--- src/rtl/rasterizer_pkg.sv ---
// Shared types for the rasterizer fragment path.
package rasterizer_pkg;

  // The fragment record has fixed field widths; frag_span_gen's EW/XY_W defaults match these.
  localparam int FRAG_XY_W = 16;
  localparam int FRAG_EW   = 32;

  typedef enum logic [1:0] {
    IDLE  = 2'd0,
    STEP  = 2'd1,
    DRAIN = 2'd2
  } state_e;

  typedef struct packed {
    logic [FRAG_XY_W-1:0] x;
    logic [FRAG_XY_W-1:0] y;
    logic [FRAG_EW-1:0]   w0;
    logic [FRAG_EW-1:0]   w1;
    logic [FRAG_EW-1:0]   w2;
    logic                 covered;
  } fragment_t;

endpackage

--- src/rtl/frag_fifo.sv ---
// Synchronous FIFO, depth 2^LG, full/empty from an extra pointer wrap bit.
module frag_fifo #(
  parameter int DW = 8,
  parameter int LG = 4
) (
  input  logic          clk_i,
  input  logic          rst_i,
  input  logic          flush_i,
  input  logic          push_i,
  input  logic [DW-1:0] wdata_i,
  input  logic          pop_i,
  output logic [DW-1:0] rdata_o,
  output logic          empty_o,
  output logic          full_o
);

  localparam int DEPTH = 1 << LG;

  logic [DW-1:0] mem_q [DEPTH];
  logic [LG:0]   wptr_q, rptr_q;
  logic          do_push, do_pop;

  assign empty_o = (wptr_q == rptr_q);
  assign full_o  = (wptr_q[LG] != rptr_q[LG]) && (wptr_q[LG-1:0] == rptr_q[LG-1:0]);
  assign do_push = push_i && !full_o;
  assign do_pop  = pop_i && !empty_o;
  assign rdata_o = mem_q[rptr_q[LG-1:0]];

  // Pointer update; flush and reset both empty the queue.
  always_ff @(posedge clk_i) begin
    if (rst_i || flush_i) begin
      wptr_q <= '0;
      rptr_q <= '0;
    end else begin
      if (do_push) wptr_q <= wptr_q + (LG+1)'(1);
      if (do_pop)  rptr_q <= rptr_q + (LG+1)'(1);
    end
  end

  // Storage write; contents need no reset since the pointers gate visibility.
  always_ff @(posedge clk_i) begin
    if (do_push && !flush_i) mem_q[wptr_q[LG-1:0]] <= wdata_i;
  end

endmodule

--- src/rtl/frag_span_gen.sv ---
// Bounding-box raster walker: one pixel per cycle, edge functions stepped incrementally.
module frag_span_gen
  import rasterizer_pkg::*;
#(
  parameter int EW              = 32,
  parameter int XY_W            = 16,
  parameter int LG_FRAG_FIFO_SZ = 4
) (
  input  logic            clk,
  input  logic            rst,
  input  logic            start,
  input  logic            abort,
  input  logic            cull_mode,
  input  logic [XY_W-1:0] xmin,
  input  logic [XY_W-1:0] xmax,
  input  logic [XY_W-1:0] ymin,
  input  logic [XY_W-1:0] ymax,
  input  logic [EW-1:0]   l0_dx,
  input  logic [EW-1:0]   l1_dx,
  input  logic [EW-1:0]   l2_dx,
  input  logic [EW-1:0]   l0_dy,
  input  logic [EW-1:0]   l1_dy,
  input  logic [EW-1:0]   l2_dy,
  input  logic [EW-1:0]   w0_00,
  input  logic [EW-1:0]   w1_00,
  input  logic [EW-1:0]   w2_00,
  input  logic            pop_frag,
  output logic            frag_val,
  output fragment_t       frag,
  output logic            busy,
  output logic            done,
  output logic [31:0]     frag_count
);

  state_e          state_q, state_d;
  logic [XY_W-1:0] x_q, x_d, y_q, y_d;
  logic [XY_W-1:0] xmin_q, xmin_d, xmax_q, xmax_d, ymax_q, ymax_d;
  logic            cull_q, cull_d;
  logic [31:0]     cnt_q, cnt_d;
  logic [EW-1:0]   w_q [3];
  logic [EW-1:0]   w_d [3];
  logic [EW-1:0]   roww_q [3];
  logic [EW-1:0]   roww_d [3];
  logic [EW-1:0]   ldx_q [3];
  logic [EW-1:0]   ldx_d [3];
  logic [EW-1:0]   ldy_q [3];
  logic [EW-1:0]   ldy_d [3];

  logic      covered, emit, push, flush, done_c;
  logic      fifo_empty, fifo_full;
  fragment_t push_frag;
  logic [$bits(fragment_t)-1:0] fifo_rdata;

  assign covered = !w_q[0][EW-1] && !w_q[1][EW-1] && !w_q[2][EW-1];
  assign emit    = !cull_q || covered;

  assign push_frag = '{x: FRAG_XY_W'(x_q), y: FRAG_XY_W'(y_q),
                       w0: FRAG_EW'(w_q[0]), w1: FRAG_EW'(w_q[1]), w2: FRAG_EW'(w_q[2]),
                       covered: covered};

  // Next-state: latch on start, walk the box in raster order, drain then signal done.
  always_comb begin
    state_d = state_q;
    x_d     = x_q;
    y_d     = y_q;
    xmin_d  = xmin_q;
    xmax_d  = xmax_q;
    ymax_d  = ymax_q;
    cull_d  = cull_q;
    cnt_d   = cnt_q;
    for (int unsigned i = 0; i < 3; i++) begin
      w_d[i]    = w_q[i];
      roww_d[i] = roww_q[i];
      ldx_d[i]  = ldx_q[i];
      ldy_d[i]  = ldy_q[i];
    end
    push   = 1'b0;
    flush  = 1'b0;
    done_c = 1'b0;
    unique case (state_q)
      IDLE: begin
        if (start && !abort) begin
          x_d = xmin; y_d = ymin;
          xmin_d = xmin; xmax_d = xmax; ymax_d = ymax;
          cull_d = cull_mode;
          cnt_d  = '0;
          ldx_d[0] = l0_dx; ldx_d[1] = l1_dx; ldx_d[2] = l2_dx;
          ldy_d[0] = l0_dy; ldy_d[1] = l1_dy; ldy_d[2] = l2_dy;
          w_d[0] = w0_00; w_d[1] = w1_00; w_d[2] = w2_00;
          roww_d[0] = w0_00; roww_d[1] = w1_00; roww_d[2] = w2_00;
          state_d = ((xmin > xmax) || (ymin > ymax)) ? DRAIN : STEP;
        end
      end
      STEP: begin
        if (abort) begin
          flush   = 1'b1;
          state_d = IDLE;
        end else if (!(emit && fifo_full)) begin
          push = emit;
          if (emit) cnt_d = cnt_q + 32'd1;
          if (x_q == xmax_q) begin
            x_d = xmin_q;
            y_d = y_q + XY_W'(1);
            for (int unsigned i = 0; i < 3; i++) begin
              roww_d[i] = roww_q[i] - ldx_q[i];
              w_d[i]    = roww_q[i] - ldx_q[i];
            end
            if (y_q == ymax_q) state_d = DRAIN;
          end else begin
            x_d = x_q + XY_W'(1);
            for (int unsigned i = 0; i < 3; i++) w_d[i] = w_q[i] + ldy_q[i];
          end
        end
      end
      DRAIN: begin
        if (abort) begin
          flush   = 1'b1;
          state_d = IDLE;
        end else if (fifo_empty) begin
          done_c  = 1'b1;
          state_d = IDLE;
        end
      end
      default: state_d = IDLE;
    endcase
  end

  // State and datapath registers with synchronous reset.
  always_ff @(posedge clk) begin
    if (rst) begin
      state_q <= IDLE;
      x_q <= '0; y_q <= '0;
      xmin_q <= '0; xmax_q <= '0; ymax_q <= '0;
      cull_q <= 1'b0;
      cnt_q  <= '0;
      for (int unsigned i = 0; i < 3; i++) begin
        w_q[i] <= '0; roww_q[i] <= '0; ldx_q[i] <= '0; ldy_q[i] <= '0;
      end
    end else begin
      state_q <= state_d;
      x_q <= x_d; y_q <= y_d;
      xmin_q <= xmin_d; xmax_q <= xmax_d; ymax_q <= ymax_d;
      cull_q <= cull_d;
      cnt_q  <= cnt_d;
      for (int unsigned i = 0; i < 3; i++) begin
        w_q[i] <= w_d[i]; roww_q[i] <= roww_d[i]; ldx_q[i] <= ldx_d[i]; ldy_q[i] <= ldy_d[i];
      end
    end
  end

  frag_fifo #(
    .DW($bits(fragment_t)),
    .LG(LG_FRAG_FIFO_SZ)
  ) u_fifo (
    .clk_i   (clk),
    .rst_i   (rst),
    .flush_i (flush),
    .push_i  (push),
    .wdata_i (push_frag),
    .pop_i   (pop_frag),
    .rdata_o (fifo_rdata),
    .empty_o (fifo_empty),
    .full_o  (fifo_full)
  );

  assign frag       = fragment_t'(fifo_rdata);
  assign frag_val   = !fifo_empty;
  assign busy       = (state_q != IDLE);
  assign done       = done_c && !rst;
  assign frag_count = cnt_q;

endmodule

--- config.mk ---
export PLATFORM = sky130hd
export DESIGN_NAME = frag_span_gen
export DESIGN_NICKNAME = d
export VERILOG_FILES = /design/src/rtl/rasterizer_pkg.sv /design/src/rtl/frag_fifo.sv /design/src/rtl/frag_span_gen.sv
export SDC_FILE = /design/constraint.sdc
export NUM_CORES = 2
export LEC_CHECK = 0
export ABC_AREA = 1
export CAP_MARGIN = 20
export CORE_UTILIZATION = 50
export DETAILED_ROUTE_END_ITERATION = 10
export PLACE_DENSITY_LB_ADDON = 0.08
export SLEW_MARGIN = 20
export SYNTH_ARGS = -nofsm -noshare
export SYNTH_HDL_FRONTEND = slang
export SYNTH_SLANG_ARGS = --single-unit
--- constraint.sdc ---
create_clock -name clk -period 10.3 [get_ports clk]
set_input_delay 2.575 -clock clk [delete_from_list [all_inputs] [get_ports clk]]
set_output_delay 2.575 -clock clk [all_outputs]
set_load 0.1 [all_outputs]
==> qor.json <==
{
  "report.final.setup_viol": 0,
  "yosys_warnings": 0,
  "die_wd_um": 483,
  "die_area_um2": 234000,
  "cap_violations": 0,
  "critical-path-top-delay-family": "buffers and inverters",
  "transition_time_at_the_pin_with_the_least_slew_margin_ns": 1.24,
  "critical_path.startpoint_type": "flop",
  "design.core.area_um2": 230000,
  "remaining_drc_errors": 0,
  "result_of_the_run": "finished, final reports clean",
  "max-clock-path-buffers": 4,
  "critical-path-slowest-cell": "clkdlybuf4s50_1",
  "hpwlAfterDp_mm": 243,
  "fmaxAchievable_mhz": 121,
  "final-max-slew-violation-count": 0,
  "worst_hold_slack_ns": 0.459,
  "areaGrowthSynthToFinish_pct": 14.8,
  "tns_ns": 0,
  "antenna_found_initial": 25,
  "finalClockSkew_ns": 0.0445,
  "slowest_delay_ns": 1.26,
  "fin_crit_ns": 8.24,
  "crit_required_ns": 7.73,
  "vias": 90600,
  "gr-total-overflow": 0,
  "design.portCount": 522,
  "number_of_sinks_handled_by_clock_tree_synthesis": 2577,
  "grt_start_max_net_pins": 251,
  "synth_seq_cells": 2577,
  "numPortBuffers": 521,
  "postSynth.topFlopCell": "edfxtp_1",
  "grt_first_pass_wirelength_mm": 564,
  "syn_nets": 12200,
  "multi_input_area_um2": 37900,
  "detailedRoute.firstPassIterationCount": 6,
  "postCtsHoldBufs": 0,
  "unrepaired_setup_endpoints_after_global_routing": "no",
  "cellLeakagePower_nw": 50.0,
  "post_route_antenna_net_violation_count": 0,
  "ys_types": 49,
  "timing.final.crit_share_pct": 80.0,
  "clock_latency_on_the_worst_skew_pair_ns": 0.94,
  "clkTransAtPathRegs_ns": 0.06,
  "pd_cells_nw_per_um2": 318,
  "asyncSetResetFlopFracSynth_pct": 0,
  "share_of_post_route_cells_with_drive_strength_above_1_pct": 5.04,
  "synth_area_leaders": "edfxtp_1 (53%), dfxtp_1 (8.9%), o21ai_0 (7.1%)",
  "drt-total-wl_mm": 392,
  "final-hold-violation-count": 0,
  "timing.critical_path.fanout_max": 234,
  "postCtsSetupBuffers": 0,
  "drtIter0Drc": 10200,
  "yosysTopAreaCell": "edfxtp_1",
  "synthesized_instance_count": 11700,
  "die-height_um": 483,
  "htree_levels": 5,
  "fillerInstances": 19500,
  "critPathKind": "flop to output port",
  "finalNetCount": 12500,
  "post_cts_resize_count": 0,
  "floorplan.initialDensity_pct": 50.4,
  "vdd_drop_max_v": 0.000318,
  "global_route.usage.total_pct": 32.6,
  "floorplan.rows": 176,
  "crit_arrival_ns": 5.67,
  "tritoncts": "done",
  "buf_inv_on_cp": 3,
  "route.detailed.wl_per_inst_um": 25.8,
  "worstHoldPathType": "flop to flop",
  "critPathMostFrequentCell": "buf_12",
  "register_area_um2": 72300,
  "mappedNetlistArea_um2": 116000,
  "synthesis.area_per_instance_um2": 9.95,
  "worst_setup_path_end_kind": "output port",
  "relSlewSlack_pct": 17.5,
  "clk_root_buffer_cell": "clkbuf_16",
  "place_congestion": 0.942,
  "crit_chain": "buf_12, buf_12, o21ai_0, o22ai_1, nor2_1, o32ai_1, clkdlybuf4s50_1",
  "avgViaCountPerCell": 5.96,
  "yosysTopAreaCellShare_pct": 53.5,
  "place_worst_setup_slack_ns": 2.96,
  "seq_area_frac_synth_pct": 62.3,
  "synth_enable_flop_cells": 2064,
  "tritoncts.num_buffers": 290,
  "finalWorstSetupSlack_ns": 2.06,
  "first_global_vias": 85100
}
[cell type report]
type                    instances  area share (%)
well taps                    3026            2.85
clock buffers                 378            6.02
multi-input cells            7547            28.5
clock inverters               119           0.853
inverters                     883            2.53
repair buffers                651            4.90
flip-flops and latches       2577            54.3
diodes                          8          0.0151
[cells by family after synthesis]
kind of cell,after synthesis,synth area share [%]
AND/OR/NAND/NOR,4276,14.8
AO/OA/AOI/OAI,2901,14.2
flip-flops,2577,62.3
buffers and inverters,1529,5.08
adder cells (fa/ha/maj),235,2.58
XOR/XNOR,127,0.960
multiplexers,8,0.0691
[routing by layer]
layer / routed length (um) / GRT usage [%]
met1: 169000 / 47.4
met2: 175000 / 50.1
met3: 34000 / 4.58
met4: 14200 / 11.5
met5: 55 / 0
[worst register-to-register path: stages, from the launching register on]
cell	delay, ns
dfxtp_1	0.72
nor3_2	0.32
buf_4	0.31
nor2_2	0.06
buf_4	0.23
nor3_1	0.75
nand2_1	0.36
inv_1	0.21
nand2_1	0.25
nor2_4	0.21
buf_12	0.63
buf_4	0.97
[cells in the mapped netlist, types with 17 or more instances]
library cell	count
o21ai_0	1653
o22ai_1	297
nand3b_1	35
nor3_1	89
edfxtp_1	2064
xor2_1	74
nand2_1	1630
dfxtp_1	513
nand3_1	446
xnor2_1	53
or2_2	17
clkbuf_1	510
buf_1	38
buf_2	89
nor2_1	1966
nand4_1	57
o21bai_1	83
a21oi_1	482
ha_1	229
inv_1	873
o221ai_1	255
o211ai_1	75
[sequential cells by signal, summed over array words and instances (netlist names), named ones only]
name and flops:
roww_q 96, ldx_q 96, frag_count 32, u_fifo.mem_q 2064, x_q 16, state_q 2
cull_q 1, ldy_q 96, w_q 96, ymax_q 16, u_fifo.rptr_q 5, y_q 16
xmax_q 16, u_fifo.wptr_q 5, xmin_q 16
[report_power, final]
group | switching (mW) | leakage, nW | internal, mW | total (mW)
Combinational | 12.7 | 22.4 | 4.65 | 17.4
Clock | 4.13 | 4.47 | 5.98 | 10.1
Sequential | 1.83 | 23.2 | 13.0 | 14.8
[through the flow]
step	utilization [%]	instances	power, mW	cell area, um2
final	57.8	15200	42.3	133000
after global routing	57.8	15200	44.3	133000
after CTS	57.8	15200	42.2	133000
after detailed placement	53.8	14700	32.1	124000
after global placement	53.8	14700	31.8	124000
after floorplan	-	11700	26.2	116000
[placed cells by master (no fill, tap or decap), types with 44 or more instances in the layout]
cell type	n
a21oi_1	482
xnor2_1	53
nand4_1	57
clkinv_2	44
o21bai_1	83
dfxtp_1	505
ha_1	228
inv_1	869
nor3_1	88
nand3_1	446
o211ai_1	75
edfxtp_1	2064
nand2_1	1629
xor2_1	74
o221ai_1	255
buf_4	107
nor2_1	1948
clkdlybuf4s50_1	518
clkbuf_1	59
clkbuf_16	301
o21ai_0	1653
o22ai_1	297
[worst paths after layout]
path	startpoint	endpoint	slack (ns)	depth (start not counted)
worst max-delay path	flop	frag[23]	2.06	7
worst min-delay path	xmin_q[1]	xmin_q[1]	0.46	2
worst max register to register	w_q[0][95]	u_fifo.mem_q[8][95]	4.85	11
worst min register to register	xmin_q[1]	xmin_q[1]	0.46	2
Power figures use the tool's default switching activity.
